--- src/rtl/load_store_unit_if.sv ---
// Execute-stage request/response channel and data-cache port of the load/store unit.
// master drives the request (execute stage) or the cache access (load/store unit).
interface lsu_req_if;
  localparam int unsigned XLEN = 32;
  localparam int unsigned WCW  = 3;

  logic            req_valid;
  logic            req_ready;
  logic            req_write;
  logic [WCW-1:0]  req_width;
  logic [XLEN-1:0] req_addr;
  logic [XLEN-1:0] req_wdata;
  logic            resp_valid;
  logic            resp_ready;
  logic [XLEN-1:0] resp_rdata;
  logic            resp_error;

  modport master (
    output req_valid, req_write, req_width, req_addr, req_wdata, resp_ready,
    input  req_ready, resp_valid, resp_rdata, resp_error
  );
  modport slave (
    input  req_valid, req_write, req_width, req_addr, req_wdata, resp_ready,
    output req_ready, resp_valid, resp_rdata, resp_error
  );
endinterface

interface lsu_mem_if;
  localparam int unsigned XLEN = 32;
  localparam int unsigned WCW  = 3;

  logic            mem_write_en;
  logic [WCW-1:0]  mem_width;
  logic [XLEN-1:0] mem_address;
  logic [XLEN-1:0] mem_in;
  logic [XLEN-1:0] mem_out;

  modport master (
    output mem_write_en, mem_width, mem_address, mem_in,
    input  mem_out
  );
  modport slave (
    input  mem_write_en, mem_width, mem_address, mem_in,
    output mem_out
  );
endinterface

--- src/rtl/load_store_unit.sv ---
// Load/store unit: one request at a time, native cache access when aligned,
// byte-by-byte split with little-endian reassembly when misaligned.
module load_store_unit #(
  parameter bit SPLIT_MISALIGNED = 1'b1
) (
  input  logic      clk,
  input  logic      rst_n,
  lsu_req_if.slave  req,
  lsu_mem_if.master mem
);
  localparam int unsigned XLEN = 32;
  localparam int unsigned WCW  = 3;
  localparam logic [WCW-1:0] W_B  = 3'b000;
  localparam logic [WCW-1:0] W_H  = 3'b001;
  localparam logic [WCW-1:0] W_W  = 3'b010;
  localparam logic [WCW-1:0] W_BU = 3'b100;
  localparam logic [WCW-1:0] W_HU = 3'b101;

  typedef enum logic [1:0] {S_IDLE, S_ACCESS, S_SPLIT, S_RESP} state_t;

  state_t          state_q, state_d;
  logic            wr_q, wr_d;
  logic [WCW-1:0]  width_q, width_d;
  logic [XLEN-1:0] addr_q, addr_d;
  logic [XLEN-1:0] wdata_q, wdata_d;
  logic [1:0]      idx_q, idx_d;
  logic [XLEN-1:0] asm_q, asm_d;
  logic            req_ready_q, req_ready_d;
  logic            resp_valid_q, resp_valid_d;
  logic [XLEN-1:0] resp_rdata_q, resp_rdata_d;
  logic            resp_error_q, resp_error_d;
  logic            mem_we_q, mem_we_d;
  logic [WCW-1:0]  mem_width_q, mem_width_d;
  logic [XLEN-1:0] mem_addr_q, mem_addr_d;
  logic [XLEN-1:0] mem_in_q, mem_in_d;

  function automatic logic [XLEN-1:0] extend(input logic [WCW-1:0] w, input logic [XLEN-1:0] d);
    case (w)
      W_B:     extend = {{24{d[7]}}, d[7:0]};
      W_H:     extend = {{16{d[15]}}, d[15:0]};
      W_W:     extend = d;
      W_BU:    extend = {24'b0, d[7:0]};
      W_HU:    extend = {16'b0, d[15:0]};
      default: extend = '0;
    endcase
  endfunction

  // Request decode, valid only while idle
  logic       accept, req_legal, req_misaligned, req_error;
  logic [1:0] last_idx, idx_next;
  logic [XLEN-1:0] asm_byte;

  assign accept         = req.req_valid && req_ready_q;
  assign req_legal      = req.req_write ? (req.req_width inside {W_B, W_H, W_W})
                                        : (req.req_width inside {W_B, W_H, W_W, W_BU, W_HU});
  assign req_misaligned = (req.req_width[1:0] == 2'b01 && req.req_addr[0]) ||
                          (req.req_width[1:0] == 2'b10 && req.req_addr[1:0] != 2'b00);
  assign req_error      = !req_legal || (req_misaligned && !SPLIT_MISALIGNED);
  assign last_idx       = (width_q[1:0] == 2'b00) ? 2'd0 : (width_q[1:0] == 2'b01) ? 2'd1 : 2'd3;
  assign idx_next       = idx_q + 2'd1;

  always_comb begin
    asm_byte = asm_q;
    asm_byte[{idx_q, 3'b000} +: 8] = mem.mem_out[7:0];
  end

  always_ff @(posedge clk or negedge rst_n) begin
    if (!rst_n) begin
      state_q      <= S_IDLE;
      wr_q         <= 1'b0;
      width_q      <= '0;
      addr_q       <= '0;
      wdata_q      <= '0;
      idx_q        <= '0;
      asm_q        <= '0;
      req_ready_q  <= 1'b1;
      resp_valid_q <= 1'b0;
      resp_rdata_q <= '0;
      resp_error_q <= 1'b0;
      mem_we_q     <= 1'b0;
      mem_width_q  <= W_BU;
      mem_addr_q   <= '0;
      mem_in_q     <= '0;
    end else begin
      state_q      <= state_d;
      wr_q         <= wr_d;
      width_q      <= width_d;
      addr_q       <= addr_d;
      wdata_q      <= wdata_d;
      idx_q        <= idx_d;
      asm_q        <= asm_d;
      req_ready_q  <= req_ready_d;
      resp_valid_q <= resp_valid_d;
      resp_rdata_q <= resp_rdata_d;
      resp_error_q <= resp_error_d;
      mem_we_q     <= mem_we_d;
      mem_width_q  <= mem_width_d;
      mem_addr_q   <= mem_addr_d;
      mem_in_q     <= mem_in_d;
    end
  end

  always_comb begin
    state_d = state_q;
    case (state_q)
      S_IDLE: begin
        if (accept) begin
          if (req_error)           state_d = S_RESP;
          else if (req_misaligned) state_d = S_SPLIT;
          else                     state_d = S_ACCESS;
        end
      end
      S_ACCESS: state_d = S_RESP;
      S_SPLIT:  if (idx_q == last_idx) state_d = S_RESP;
      S_RESP:   if (req.resp_ready) state_d = S_IDLE;
      default:  state_d = S_IDLE;
    endcase
  end

  // Next values of the registered outputs and datapath; write strobe defaults low
  always_comb begin
    wr_d         = wr_q;
    width_d      = width_q;
    addr_d       = addr_q;
    wdata_d      = wdata_q;
    idx_d        = idx_q;
    asm_d        = asm_q;
    req_ready_d  = (state_d == S_IDLE);
    resp_valid_d = resp_valid_q;
    resp_rdata_d = resp_rdata_q;
    resp_error_d = resp_error_q;
    mem_we_d     = 1'b0;
    mem_width_d  = mem_width_q;
    mem_addr_d   = mem_addr_q;
    mem_in_d     = mem_in_q;
    case (state_q)
      S_IDLE: begin
        if (accept) begin
          wr_d    = req.req_write;
          width_d = req.req_width;
          addr_d  = req.req_addr;
          wdata_d = req.req_wdata;
          idx_d   = 2'd0;
          asm_d   = '0;
          case (state_d)
            S_ACCESS: begin
              mem_we_d    = req.req_write;
              mem_width_d = req.req_width;
              mem_addr_d  = req.req_addr;
              mem_in_d    = req.req_wdata;
            end
            S_SPLIT: begin
              mem_we_d    = req.req_write;
              mem_width_d = W_BU;
              mem_addr_d  = req.req_addr;
              mem_in_d    = {24'b0, req.req_wdata[7:0]};
            end
            default: begin
              resp_valid_d = 1'b1;
              resp_error_d = 1'b1;
              resp_rdata_d = '0;
            end
          endcase
        end
      end
      S_ACCESS: begin
        resp_valid_d = 1'b1;
        resp_error_d = 1'b0;
        resp_rdata_d = wr_q ? '0 : extend(width_q, mem.mem_out);
      end
      S_SPLIT: begin
        asm_d = asm_byte;
        if (idx_q == last_idx) begin
          resp_valid_d = 1'b1;
          resp_error_d = 1'b0;
          resp_rdata_d = wr_q ? '0 : extend(width_q, asm_byte);
        end else begin
          idx_d      = idx_next;
          mem_we_d   = wr_q;
          mem_addr_d = addr_q + XLEN'(idx_next);
          mem_in_d   = {24'b0, wdata_q[{idx_next, 3'b000} +: 8]};
        end
      end
      S_RESP: begin
        if (req.resp_ready) begin
          resp_valid_d = 1'b0;
          resp_rdata_d = '0;
          resp_error_d = 1'b0;
        end
      end
      default: ;
    endcase
  end

  assign req.req_ready    = req_ready_q;
  assign req.resp_valid   = resp_valid_q;
  assign req.resp_rdata   = resp_rdata_q;
  assign req.resp_error   = resp_error_q;
  assign mem.mem_write_en = mem_we_q;
  assign mem.mem_width    = mem_width_q;
  assign mem.mem_address  = mem_addr_q;
  assign mem.mem_in       = mem_in_q;
endmodule
--- src/flat_wrapper.sv ---
// flat-port wrapper written by rule: the top's interface ports become plain ports
module load_store_unit_flat 
#(
  parameter bit SPLIT_MISALIGNED = 1'b1
)
  (clk, rst_n, req_req_valid, req_req_write, req_req_width, req_req_addr, req_req_wdata, req_resp_ready, req_req_ready, req_resp_valid, req_resp_rdata, req_resp_error, mem_mem_write_en, mem_mem_width, mem_mem_address, mem_mem_in, mem_mem_out);
  lsu_req_if req_i ();
  lsu_mem_if mem_i ();
  input  logic clk;
  input  logic rst_n;
  input wire logic [$bits(req_i.req_valid)-1:0] req_req_valid;
  input wire logic [$bits(req_i.req_write)-1:0] req_req_write;
  input wire logic [$bits(req_i.req_width)-1:0] req_req_width;
  input wire logic [$bits(req_i.req_addr)-1:0] req_req_addr;
  input wire logic [$bits(req_i.req_wdata)-1:0] req_req_wdata;
  input wire logic [$bits(req_i.resp_ready)-1:0] req_resp_ready;
  output wire logic [$bits(req_i.req_ready)-1:0] req_req_ready;
  output wire logic [$bits(req_i.resp_valid)-1:0] req_resp_valid;
  output wire logic [$bits(req_i.resp_rdata)-1:0] req_resp_rdata;
  output wire logic [$bits(req_i.resp_error)-1:0] req_resp_error;
  output wire logic [$bits(mem_i.mem_write_en)-1:0] mem_mem_write_en;
  output wire logic [$bits(mem_i.mem_width)-1:0] mem_mem_width;
  output wire logic [$bits(mem_i.mem_address)-1:0] mem_mem_address;
  output wire logic [$bits(mem_i.mem_in)-1:0] mem_mem_in;
  input wire logic [$bits(mem_i.mem_out)-1:0] mem_mem_out;
  assign req_i.req_valid = req_req_valid;
  assign req_i.req_write = req_req_write;
  assign req_i.req_width = req_req_width;
  assign req_i.req_addr = req_req_addr;
  assign req_i.req_wdata = req_req_wdata;
  assign req_i.resp_ready = req_resp_ready;
  assign req_req_ready = req_i.req_ready;
  assign req_resp_valid = req_i.resp_valid;
  assign req_resp_rdata = req_i.resp_rdata;
  assign req_resp_error = req_i.resp_error;
  assign mem_mem_write_en = mem_i.mem_write_en;
  assign mem_mem_width = mem_i.mem_width;
  assign mem_mem_address = mem_i.mem_address;
  assign mem_mem_in = mem_i.mem_in;
  assign mem_i.mem_out = mem_mem_out;
  load_store_unit #(.SPLIT_MISALIGNED(SPLIT_MISALIGNED)) u_core (.clk(clk), .rst_n(rst_n), .req(req_i), .mem(mem_i));
endmodule
--- config.mk ---
export PLATFORM = sky130hd
export DESIGN_NAME = load_store_unit_flat
export DESIGN_NICKNAME = d
export VERILOG_FILES = /design/src/rtl/load_store_unit_if.sv /design/src/rtl/load_store_unit.sv /design/src/flat_wrapper.sv
export SDC_FILE = /design/constraint.sdc
export NUM_CORES = 1
export LEC_CHECK = 0
export ABC_CLOCK_PERIOD_IN_PS = 7100
export BUFFER_PORTS_ARGS = -buffer_cell sky130_fd_sc_hd__buf_2
export CAP_MARGIN = 20
export CELL_PAD_IN_SITES_DETAIL_PLACEMENT = 0
export CELL_PAD_IN_SITES_GLOBAL_PLACEMENT = 1
export CORE_UTILIZATION = 46
export CTS_CLUSTER_SIZE = 16
export DETAILED_ROUTE_END_ITERATION = 6
export PLACE_DENSITY_LB_ADDON = 0.1
export SKIP_LAST_GASP = 1
export SLEW_MARGIN = 25
export SYNTH_ARGS = -nofsm -noshare
export SYNTH_HDL_FRONTEND = slang
export SYNTH_SLANG_ARGS = --single-unit
export TNS_END_PERCENT = 100
--- constraint.sdc ---
create_clock -name clk -period 7.1 [get_ports clk]
set_input_delay 1.065 -clock clk [delete_from_list [all_inputs] [get_ports clk]]
set_output_delay 1.065 -clock clk [all_outputs]
set_load 0.01 [all_outputs]
==> results.py, run 1 <==
metrics = {
    "grt": {
        "grt_overflow": 0,
        "grt_usage": 0.244,
        "first_global_vias": 8269,
        "first_pass_grt_wire_length_um": 45600,
        "number_of_antenna_violations_at_the_first_check_in_global_routing": 2,
        "grt_max_degree": 77,
    },
    "timing": {
        "timing.slew.headroom": 0.378,
        "timing.final.ws_setup_ns": 1.82,
        "final.hold.worst_slack_ns": 0.473,
        "setup_viol": 0,
        "hold_viol": 0,
        "rsz0062_at_grt": "no",
        "timing.final.crit_period_ns": 5.28,
        "tightestPinTransition_ns": 0.933,
        "clock_skew_ns": 0.0129,
        "report.final.slew_viol_count": 0,
        "setup_total_negative_slack_ns": 0,
        "maxClockFrequency_mhz": 189,
        "timing.final.crit_share": 0.744,
    },
    "critical_path": {
        "path_class": "reg -> reg",
        "worst_path_most_repeated_cell": "o21ai_0",
        "worstSetupStartpointType": "flop",
        "ff2ff_setup_slack_ns": 1.82,
        "timing.reg2reg.worst_path_depth": 12,
        "worst_setup_path_startpoint": "u_core.idx_q[0]",
        "cp_capture_type": "flop",
        "crit_required_ns": 7.45,
        "crit-reg2reg-launch": "u_core.idx_q[0]",
        "timing.critical_path.fanout_max": 71,
        "worst_path_largest_cell_delay_ns": 0.94,
        "crit-reg2reg-capture": "u_core.mem.mem_in[22]",
        "critPathSlowestCell": "dfrtp_1",
        "crit_path_cells": "xnor2_1 -> a31oi_2 -> nor2_1 -> o31ai_1 -> a22o_1 -> ha_1 -> nand4b_1 -> o21ai_0 -> o21ai_4 -> buf_4 -> nand2_1 -> o21ai_0",
        "critical_path_arrival_ns": 5.63,
    },
    "placement": {
        "finalWeightedCongestion": 0.799,
        "hpwl_um": 19200,
        "dpl_worst_slack_ns": 1.83,
        "port_buffers": 206,
    },
    "layout": {
        "relative_area_change_from_synthesis_to_final_layout_pct": 19.1,
        "final_layout_size_suffix_gt1_frac": 0.302,
        "most-common-layout-cells": "buf_2 (205), dfrtp_1 (205), nand2_1 (155), o21ai_0 (73), mux2_2 (68)",
        "final_net_count": 1283,
    },
    "synthesis": {
        "mappedNetlistNets": 1114,
        "ys_top_cells_by_area": "dfrtp_1 (49%), mux2_2 (7.4%), nand2_1 (5.6%)",
        "netlist.area_leader.share": 0.493,
        "post_synth_instance_area_um2": 10400,
        "synth.ff_latch_count": 207,
        "synth_ff_type": "dfrtp_1",
        "postSynthCellCount": 996,
        "synth-seq-area-share": 0.498,
        "asyncSetResetFlopFracSynth": 1.00,
        "netlist-cell-type-count": 80,
        "post_synth.cell_area_avg_um2": 10.5,
        "yosysTopAreaCell": "dfrtp_1",
        "synthesis.yosys.warnings": 0,
        "synth_edf_count": 0,
    },
    "die": {
        "floorplan.die_area_um2": 23200,
        "die_h_um": 152,
        "pin_count": 207,
        "die_w_um": 152,
        "fp.coreArea_um2": 22000,
        "row_count": 54,
        "floorplan.initialDensity": 0.473,
    },
    "routing": {
        "drt-pass1-iter-count": 7,
        "vias": 8266,
        "wl_um": 27900,
        "route.detailed.vias_per_inst": 5.64,
        "drcViolationCount": 33,
        "avgRoutedWirePerCell_um": 19.1,
        "dr.first_iter.drc_count": 444,
        "ant_nets": 0,
    },
    "pwr": {
        "pwr_density_cell_nw_per_um2": 452,
        "power_leakage_nw": 5.80,
        "vdd_ir_drop_max_mv": 0.203,
    },
    "clocking": {
        "clk_latency_ns": 0.51,
        "clock_path_buffers": 3,
        "clkSlewWorstSetupHoldPaths_ns": 0.06,
        "post_cts_resized": 0,
        "clock_sinks": 207,
        "h-tree-depth": 1,
        "cts_tree": "built",
        "cts_buffers": 24,
        "postCtsHoldBufs": 0,
        "clockRootBuffer": "clkbuf_16",
        "post-cts-setup-buffers": 0,
    },
    "hold_path": {
        "hp-class": "reg -> reg",
        "hold_path_end": "u_core.asm_q[2]",
        "holdCritStartpoint": "u_core.asm_q[2]",
        "holdPathStages": 2,
    },
    "run": {
        "maxCapViolations": 0,
    },
    "outcome": {
        "failed_checks": "DRC",
        "run_status": "finished with violations",
    },
}
[worst max path at each step]
stage	to	slack [ns]	depth (start not counted)
2_1_floorplan	u_core.mem.mem_address[0]	4.00	13
3_3_place_gp	u_core.mem.mem_in[29]	1.96	14
3_5_place_dp	u_core.mem.mem_in[22]	1.83	14
4_1_cts	u_core.mem.mem_in[22]	1.84	12
5_1_grt	u_core.mem.mem_in[5]	1.33	12
6_report	u_core.mem.mem_in[22]	1.82	12
[critical path, delay by kind of cell (launching register included)]
| kind | cells | cell delay (ns) |
|---|---|---|
| compound gates | 6 | 2.13 |
| simple gates | 3 | 1.15 |
| flops | 1 | 0.94 |
| buf+inv | 1 | 0.42 |
| fa+ha+maj | 1 | 0.26 |
| xor+xnor | 1 | 0.15 |
[Yosys cell counts, drive strengths merged, types with 4 or more instances]
cell type	number
clkbuf	38
a21o	5
xnor2	6
nand4	14
nor3	7
mux4	8
buf	32
nand2	156
a222oi	9
o311ai	7
o21ai	106
mux2	68
ha	13
a221oi	9
and3	9
nor4	4
a22oi	9
nor2b	10
nor2	45
a21oi	58
nand3	17
inv	11
and4b	4
xor2	20
o31ai	5
mux2i	20
a2bb2oi	6
a211oi	5
dfrtp	205
a22o	40
[power by group]
group          total, mW  internal [mW]  switching, mW
Combinational       2.27          0.933           1.34
Clock               1.31          0.823          0.488
Sequential          2.03           1.64          0.391
[stage by stage]
step                      instances  total power, mW  utilization  cell area [um^2]
after floorplan                 996             3.60            -             10400
after global placement         1419             4.28        0.524             11500
after detailed placement       1419             4.33        0.524             11500
after CTS                      1463             5.66        0.563             12400
after global routing           1464             6.01        0.563             12400
final                          1465             5.61        0.563             12400
[flip-flops by register name (all words and copies together) (netlist names)]
signal / count
u_core.req.req_ready: 1
u_core.idx_q: 2
u_core.req.resp_rdata: 32
u_core.width_q: 3
u_core.mem.mem_write_en: 1
u_core.asm_q: 32
u_core.wr_q: 1
u_core.mem.mem_width: 3
u_core.addr_q: 32
u_core.req.resp_error: 1
u_core.mem.mem_in: 32
u_core.state_q: 2
u_core.wdata_q: 32
u_core.mem.mem_address: 32
u_core.req.resp_valid: 1
[layout make-up]
class | instances | area (um^2)
diodes | 2 | 5.00
clock inverters | 8 | 115
inverters | 11 | 41.3
fillers | 2023 | 9620
well taps | 280 | 350
flip-flops and latches | 207 | 5180
clock buffers | 36 | 737
repair buffers | 214 | 1100
multi-input cells | 707 | 4870
[cell families after synthesis]
group,share of synthesized area
and+or+nand+nor,0.137
adders and majority gates,0.0175
AOI/OAI and AO/OA,0.178
xor gates and xnor gates,0.0219
muxes,0.110
DFF,0.498
buffers and inverters,0.0375
[routing by layer]
layer | GRT usage | vias up | part of all wire
met4 | 0.0678 | 0 | 0.018
met5 | 0 | - | 0
li1 | - | 3964 | -
met1 | 0.331 | 4034 | 0.45
met2 | 0.409 | 230 | 0.48
met3 | 0.0356 | 38 | 0.053
Note: power is estimated with default switching activity, not from simulation.
==> run 2, diff against run 1 <==
- ABC_AREA: not set -> 1
- ABC_CLOCK_PERIOD_IN_PS: 7100 -> 4500
- CORE_UTILIZATION: 46 -> 36
- clock period: 7.1 -> 4.5 ns (I/O delays scaled with it)
==> run 2 against run 1 <==
The flow now finishes without violations; non-clock buffer count increased by 4; flip-flop and latch count unchanged; core utilization decreased by 13 points; final cell count increased by 41%; critical path type unchanged; worst setup slack got worse by 0.94 ns; sequential share of layout area decreased by 1.9 points; synthesized cell count increased by 49%; register-to-register slack got worse by 0.94 ns; maximum frequency increased by 46%.
==> results.py, run 2 <==
metrics = {
    "critical_path": {
        "worstSetupStartpointType": "flop",
        "crit_required_ns": 4.95,
        "timing.reg2reg.worst_path_depth": 16,
        "worst_setup_path_startpoint": "u_core.state_q[0]",
        "timing.critical_path.fanout_max": 80,
        "path_class": "reg -> reg",
        "cp_capture_type": "flop",
        "crit_end": "u_core.mem.mem_in[24]",
        "critical_path_arrival_ns": 4.07,
        "crit-reg2reg-capture": "u_core.mem.mem_in[24]",
        "ff2ff_setup_slack_ns": 0.88,
        "crit-reg2reg-launch": "u_core.state_q[0]",
    },
    "timing": {
        "tightestPinTransition_ns": 0.917,
        "timing.final.crit_period_ns": 3.62,
        "hold_viol": 0,
        "report.final.slew_viol_count": 0,
        "setup_total_negative_slack_ns": 0,
        "clock_skew_ns": 0.0106,
        "maxClockFrequency_mhz": 276,
        "setup_viol": 0,
        "rsz0062_at_grt": "no",
        "timing.final.crit_share": 0.805,
        "timing.slew.headroom": 0.389,
    },
    "synthesis": {
        "asyncSetResetFlopFracSynth": 1.00,
        "postSynthCellCount": 1485,
        "synthesis.yosys.warnings": 0,
        "leading_post_synthesis_cells_by_instance_count": "nand2_1 (639), dfrtp_1 (205), o21ai_0 (128)",
        "synth_edf_count": 0,
        "synth-seq-area-share": 0.476,
        "post-synth-top-count-cell": "nand2_1",
        "post_synth.cell_area_avg_um2": 7.33,
        "ys_top_cells_by_area": "dfrtp_1 (47%), nand2_1 (22%), o21ai_0 (5.9%)",
        "mappedNetlistNets": 1603,
        "netlist-cell-type-count": 42,
        "synth_ff_type": "dfrtp_1",
        "synth.ff_latch_count": 207,
        "post_synth_instance_area_um2": 10900,
        "netlist.area_leader.share": 0.471,
        "yosysTopAreaCell": "dfrtp_1",
    },
    "layout": {
        "number_of_fillers_in_the_final_layout": 3118,
        "most-common-layout-cells": "nand2_1 (639), buf_2 (205), dfrtp_1 (205), o21ai_0 (128), nor2_1 (105)",
        "relative_area_change_from_synthesis_to_final_layout_pct": 19.3,
        "final_layout_size_suffix_gt1_frac": 0.180,
        "final_common_cell": "nand2_1",
        "final_net_count": 1775,
    },
    "pwr": {
        "pwr_density_cell_nw_per_um2": 695,
        "post_layout_power_mw": 9.03,
        "power_leakage_nw": 6.77,
        "vdd_ir_drop_max_mv": 0.450,
    },
    "grt": {
        "first_pass_grt_wire_length_um": 53200,
        "grt_overflow": 0,
        "grt_usage": 0.216,
        "first_global_vias": 9741,
        "number_of_antenna_violations_at_the_first_check_in_global_routing": 1,
        "grt_max_degree": 97,
    },
    "die": {
        "die_h_um": 176,
        "fp.coreArea_um2": 29700,
        "floorplan.initialDensity": 0.367,
        "floorplan.die_area_um2": 31000,
        "die_w_um": 176,
        "pin_count": 207,
        "row_count": 63,
    },
    "placement": {
        "hpwl_um": 22700,
        "port_buffers": 206,
        "finalWeightedCongestion": 0.867,
    },
    "routing": {
        "drt-pass1-iter-count": 5,
        "wl_um": 32900,
        "dr.first_iter.drc_count": 519,
        "avgRoutedWirePerCell_um": 15.9,
        "vias": 9902,
        "drcViolationCount": 0,
        "route.detailed.vias_per_inst": 4.79,
        "ant_nets": 0,
    },
    "run": {
        "maxCapViolations": 0,
    },
    "clocking": {
        "clk_latency_ns": 0.53,
        "clock_sinks": 207,
        "clkSlewWorstSetupHoldPaths_ns": 0.06,
        "post_cts_resized": 0,
        "cts_buffers": 24,
        "h-tree-depth": 1,
        "clock_path_buffers": 3,
        "cts_tree": "built",
        "post-cts-setup-buffers": 0,
        "clockRootBuffer": "clkbuf_16",
        "postCtsHoldBufs": 0,
    },
    "outcome": {
        "run_status": "completed",
    },
    "hold_path": {
        "hp-class": "in -> async",
    },
}
==> run 2: metrics by stage <==
step	std cells	hold slack [ns]	utilization	cell area, um^2	worst slack, ns
6_report	2066	0.142	0.437	13000	0.878
5_1_grt	2065	0.205	0.437	13000	0.494
4_1_cts	2065	0.185	0.437	13000	0.864
3_5_place_dp	2021	0.459	0.409	12200	0.886
3_3_place_gp	2021	0.452	0.409	12200	0.951
2_1_floorplan	1485	0.379	-	10900	1.83
==> run 2: final cells by class <==
| class | instances | area [um^2] | area share |
|---|---|---|---|
| tap | 390 | 488 | 0.0376 |
| multi-input combinational | 1115 | 5010 | 0.385 |
| timing repair buffer | 218 | 1140 | 0.0880 |
| clock buffer | 28 | 646 | 0.0497 |
| clock inverter | 16 | 183 | 0.0141 |
| antenna | 1 | 2.50 | 0.000193 |
| sequential | 207 | 5180 | 0.399 |
| inverter | 91 | 342 | 0.0263 |
==> run 2: logic make-up after synthesis <==
logic type / share of synthesized area
adder cells (fa/ha/maj): 0.0168
XOR/XNOR: 0.00471
flip-flops: 0.476
AND/OR/NAND/NOR: 0.328
buffers and inverters: 0.0678
AO/OA/AOI/OAI: 0.107
==> run 2: layer usage <==
| layer | track usage | wire length [um] | up-vias | share of wire |
|---|---|---|---|---|
| met5 | 0 | 0 | - | 0 |
| met4 | 0.0489 | 535 | 0 | 0.016 |
| met3 | 0.0280 | 1520 | 39 | 0.046 |
| met2 | 0.370 | 15700 | 214 | 0.48 |
| met1 | 0.289 | 15200 | 4577 | 0.46 |
| li1 | - | - | 5072 | - |
==> run 2: worst min path at each step <==
| stage | from | endpoint | slack [ns] |
|---|---|---|---|
| CTS | rst_n | u_core.req.resp_rdata[30] | 0.19 |
| floorplan | rst_n | u_core.addr_q[0] | 0.38 |
| global route | rst_n | u_core.req.resp_rdata[30] | 0.20 |
| global placement | u_core.wdata_q[31] | u_core.wdata_q[31] | 0.45 |
| finish | rst_n | u_core.req.resp_rdata[28] | 0.14 |
| detailed placement | u_core.wdata_q[25] | u_core.wdata_q[25] | 0.46 |
==> run 2: worst max-delay path, cell delays in order, from the launching register on <==
cell and delay (ns):
dfrtp_1 0.41, inv_1 0.11, ha_1 0.28, inv_2 0.13, a21oi_2 0.06, inv_1 0.28
nor2_1 0.07, a21oi_1 0.12, o21ai_0 0.17, ha_1 0.32, inv_1 0.07, nand2_1 0.12
o21ai_1 0.13, nand2_4 0.27, buf_4 0.66, nand2_1 0.12, o21ai_1 0.12
==> run 2: where the power goes <==
part / total, mW / switching (mW) / internal (mW)
combinational: 3.92 / 2.71 / 1.21
clock: 2.06 / 0.854 / 1.21
sequential: 3.05 / 0.482 / 2.56
==> run 3, diff against run 2 <==
- ABC_CLOCK_PERIOD_IN_PS: 4500 -> 3000
- clock period: 4.5 -> 3 ns (I/O delays scaled with it)
==> run 3 against run 2 <==
Non-clock buffer count rose by 20; flip-flop and latch count did not move; clock skew fell by 0.0022 ns; first-iteration DRC count fell by 7.9%; clock power rose by 54%; core utilization rose by 0.77 points; wire length rose by 0.55%; combinational power rose by 59%; critical path type unchanged; highest routed layer unchanged.
==> results.py, run 3 (synthesis gave the netlist of run 2 again) <==
metrics = {
    "layout": {
        "stdcell_count": 2088,
        "final_net_count": 1796,
        "final_common_cell": "nand2_1",
        "final_layout_size_suffix_gt1_frac": 0.189,
        "number_of_fillers_in_the_final_layout": 3120,
        "most-common-layout-cells": "nand2_1 (639), buf_2 (205), dfrtp_1 (205), o21ai_0 (128), nor2_1 (104)",
        "finish.utilization": 0.445,
        "relative_area_change_from_synthesis_to_final_layout_pct": 21.4,
    },
    "run": {
        "maxCapViolations": 0,
    },
    "pwr": {
        "p_int_mw": 7.85,
        "pwr_density_cell_nw_per_um2": 1060,
        "seqPwrFrac": 0.327,
        "clock_power_share": 0.227,
        "power_switching_share": 0.437,
        "power.combinational.fraction": 0.446,
        "power_leakage_nw": 6.90,
        "vdd_ir_drop_max_mv": 0.481,
        "total_switching_power_mw": 6.10,
    },
    "critical_path": {
        "path_class": "reg -> reg",
        "crit_required_ns": 3.41,
        "worst_path_most_repeated_cell": "a21oi_1",
        "crit_path_cells": "inv_2 -> ha_2 -> inv_2 -> a21oi_4 -> inv_1 -> nor2_1 -> a21oi_1 -> o21ai_0 -> ha_1 -> inv_1 -> nand2_1 -> o21ai_1 -> nand2_4 -> buf_12 -> a21oi_1 -> a21oi_1",
        "worst_path_largest_cell_delay_ns": 0.43,
        "worstSetupStartpointType": "flop",
        "critPathSlowestCell": "dfrtp_1",
        "critical_path_arrival_ns": 3.19,
        "cp_capture_type": "flop",
        "worstPathBufferInverterCount": 5,
        "timing.critical_path.max_delay_family": "compound AO/OA/AOI/OAI gates",
        "timing.critical_path.fanout_max": 83,
    },
    "grt": {
        "first_global_vias": 9946,
        "grt_overflow": 0,
        "grt_usage": 0.216,
        "number_of_antenna_violations_at_the_first_check_in_global_routing": 1,
        "first_pass_grt_wire_length_um": 53300,
        "grt_max_degree": 84,
    },
    "clocking": {
        "clk_latency_ns": 0.53,
        "clock_sinks": 207,
        "clock_path_buffers": 3,
        "clockRootBuffer": "clkbuf_16",
        "h-tree-depth": 1,
        "cts_tree": "built",
        "clkSlewWorstSetupHoldPaths_ns": 0.06,
        "cts_buffers": 25,
    },
    "die": {
        "die_w_um": 176,
        "row_count": 63,
        "pin_count": 207,
        "fp.coreArea_um2": 29700,
        "floorplan.initialDensity": 0.367,
        "floorplan.die_area_um2": 31000,
        "die_h_um": 176,
    },
    "routing": {
        "vias": 10079,
        "dr.first_iter.drc_count": 478,
        "avgRoutedWirePerCell_um": 15.8,
        "route.detailed.vias_per_inst": 4.83,
        "ant_nets": 0,
        "drcViolationCount": 0,
        "drt-pass1-iter-count": 5,
        "wl_um": 33100,
    },
    "timing": {
        "report.final.slew_viol_count": 0,
        "maxClockFrequency_mhz": 359,
        "timing.slew.headroom": 0.456,
        "setup_viol": 0,
        "timing.final.crit_period_ns": 2.79,
        "timing.final.crit_share": 0.929,
        "clock_skew_ns": 0.00840,
        "setup_total_negative_slack_ns": 0,
        "tightestPinTransition_ns": 0.817,
        "hold_viol": 0,
    },
    "placement": {
        "placed_cells_incl_taps": 2038,
        "port_buffers": 206,
        "finalWeightedCongestion": 0.883,
        "hpwl_um": 23300,
    },
    "outcome": {
        "run_status": "completed",
    },
    "hold_path": {
        "hp-class": "in -> reg",
    },
}
[run 3: cell count changes in the layout (fill, tap and decap cells not counted), sizes merged]
cell,previous run,this run
clkinvlp,5,1
clkbuf,28,37
dlygate4sd3,0,1
buf,218,237
clkinv,8,5
[run 3: power by group through the flow]
stage	clock [mW]	sequential, mW	combinational (mW)
floorplan	0	4.68	4.04
CTS	3.27	4.56	6.24
global route	3.36	4.69	7.05
finish	3.17	4.56	6.22
global placement	0	4.59	6.16
detailed placement	0	4.59	6.21
[run 3: metrics by stage]
stage | setup WS (ns) | hold slack (ns) | instance area, um^2 | power [mW]
after global placement | 0.141 | 0.451 | 12300 | 10.7
after global routing | -0.0155 | 0.134 | 13200 | 15.1
after detailed placement | 0.0374 | 0.455 | 12300 | 10.8
after CTS | 0.00985 | 0.118 | 13200 | 14.1
final | 0.214 | 0.146 | 13200 | 14.0
after floorplan | 0.330 | 0.154 | 10900 | 8.72
[run 3: worst min-delay path: cells and delay by family]
family        cells  cell delay (ns)
simple gates      2             0.10
buf+inv           1             0.09
[run 3: cell type report]
type	instances	area, um^2	share of cell area
clock buffers	37	731	0.0553
multi-input cells	1115	5010	0.379
diodes	1	2.50	0.000189
repair buffers	238	1330	0.101
flip-flops and latches	207	5180	0.392
well taps	390	488	0.0369
inverters	91	344	0.0260
clock inverters	9	126	0.00956
[run 3: timing repair]
item | 4_1_cts | 5_1_grt
gates resized for setup | 0 | 6
endpoints found under the setup margin | 0 | 85
hold buffers | 1 | 0
setup buffers | 0 | 2
hold endpoints to repair | 61 | 0
[run 3: final timing paths]
check	startpoint	to	slack, ns	depth (start not counted)
worst min-delay path	req_req_wdata[10]	u_core.wdata_q[10]	0.15	3
worst max-delay path	u_core.state_q[0]	u_core.mem.mem_address[5]	0.21	16
worst max register to register	u_core.state_q[0]	u_core.mem.mem_address[5]	0.21	16
max in group asynchronous	rst_n	u_core.req.req_ready	1.57	3
worst min register to register	u_core.req.resp_rdata[17]	u_core.req.resp_rdata[17]	0.47	2
min in group asynchronous	rst_n	u_core.req.resp_rdata[29]	0.45	2
[run 3: layer usage]
layer	wire, um	track usage	vias to the layer above
met5	0	0	-
met4	724	0.0609	0
met3	1520	0.0347	45
met2	15700	0.366	219
met1	15100	0.283	4699
li1	-	-	5116
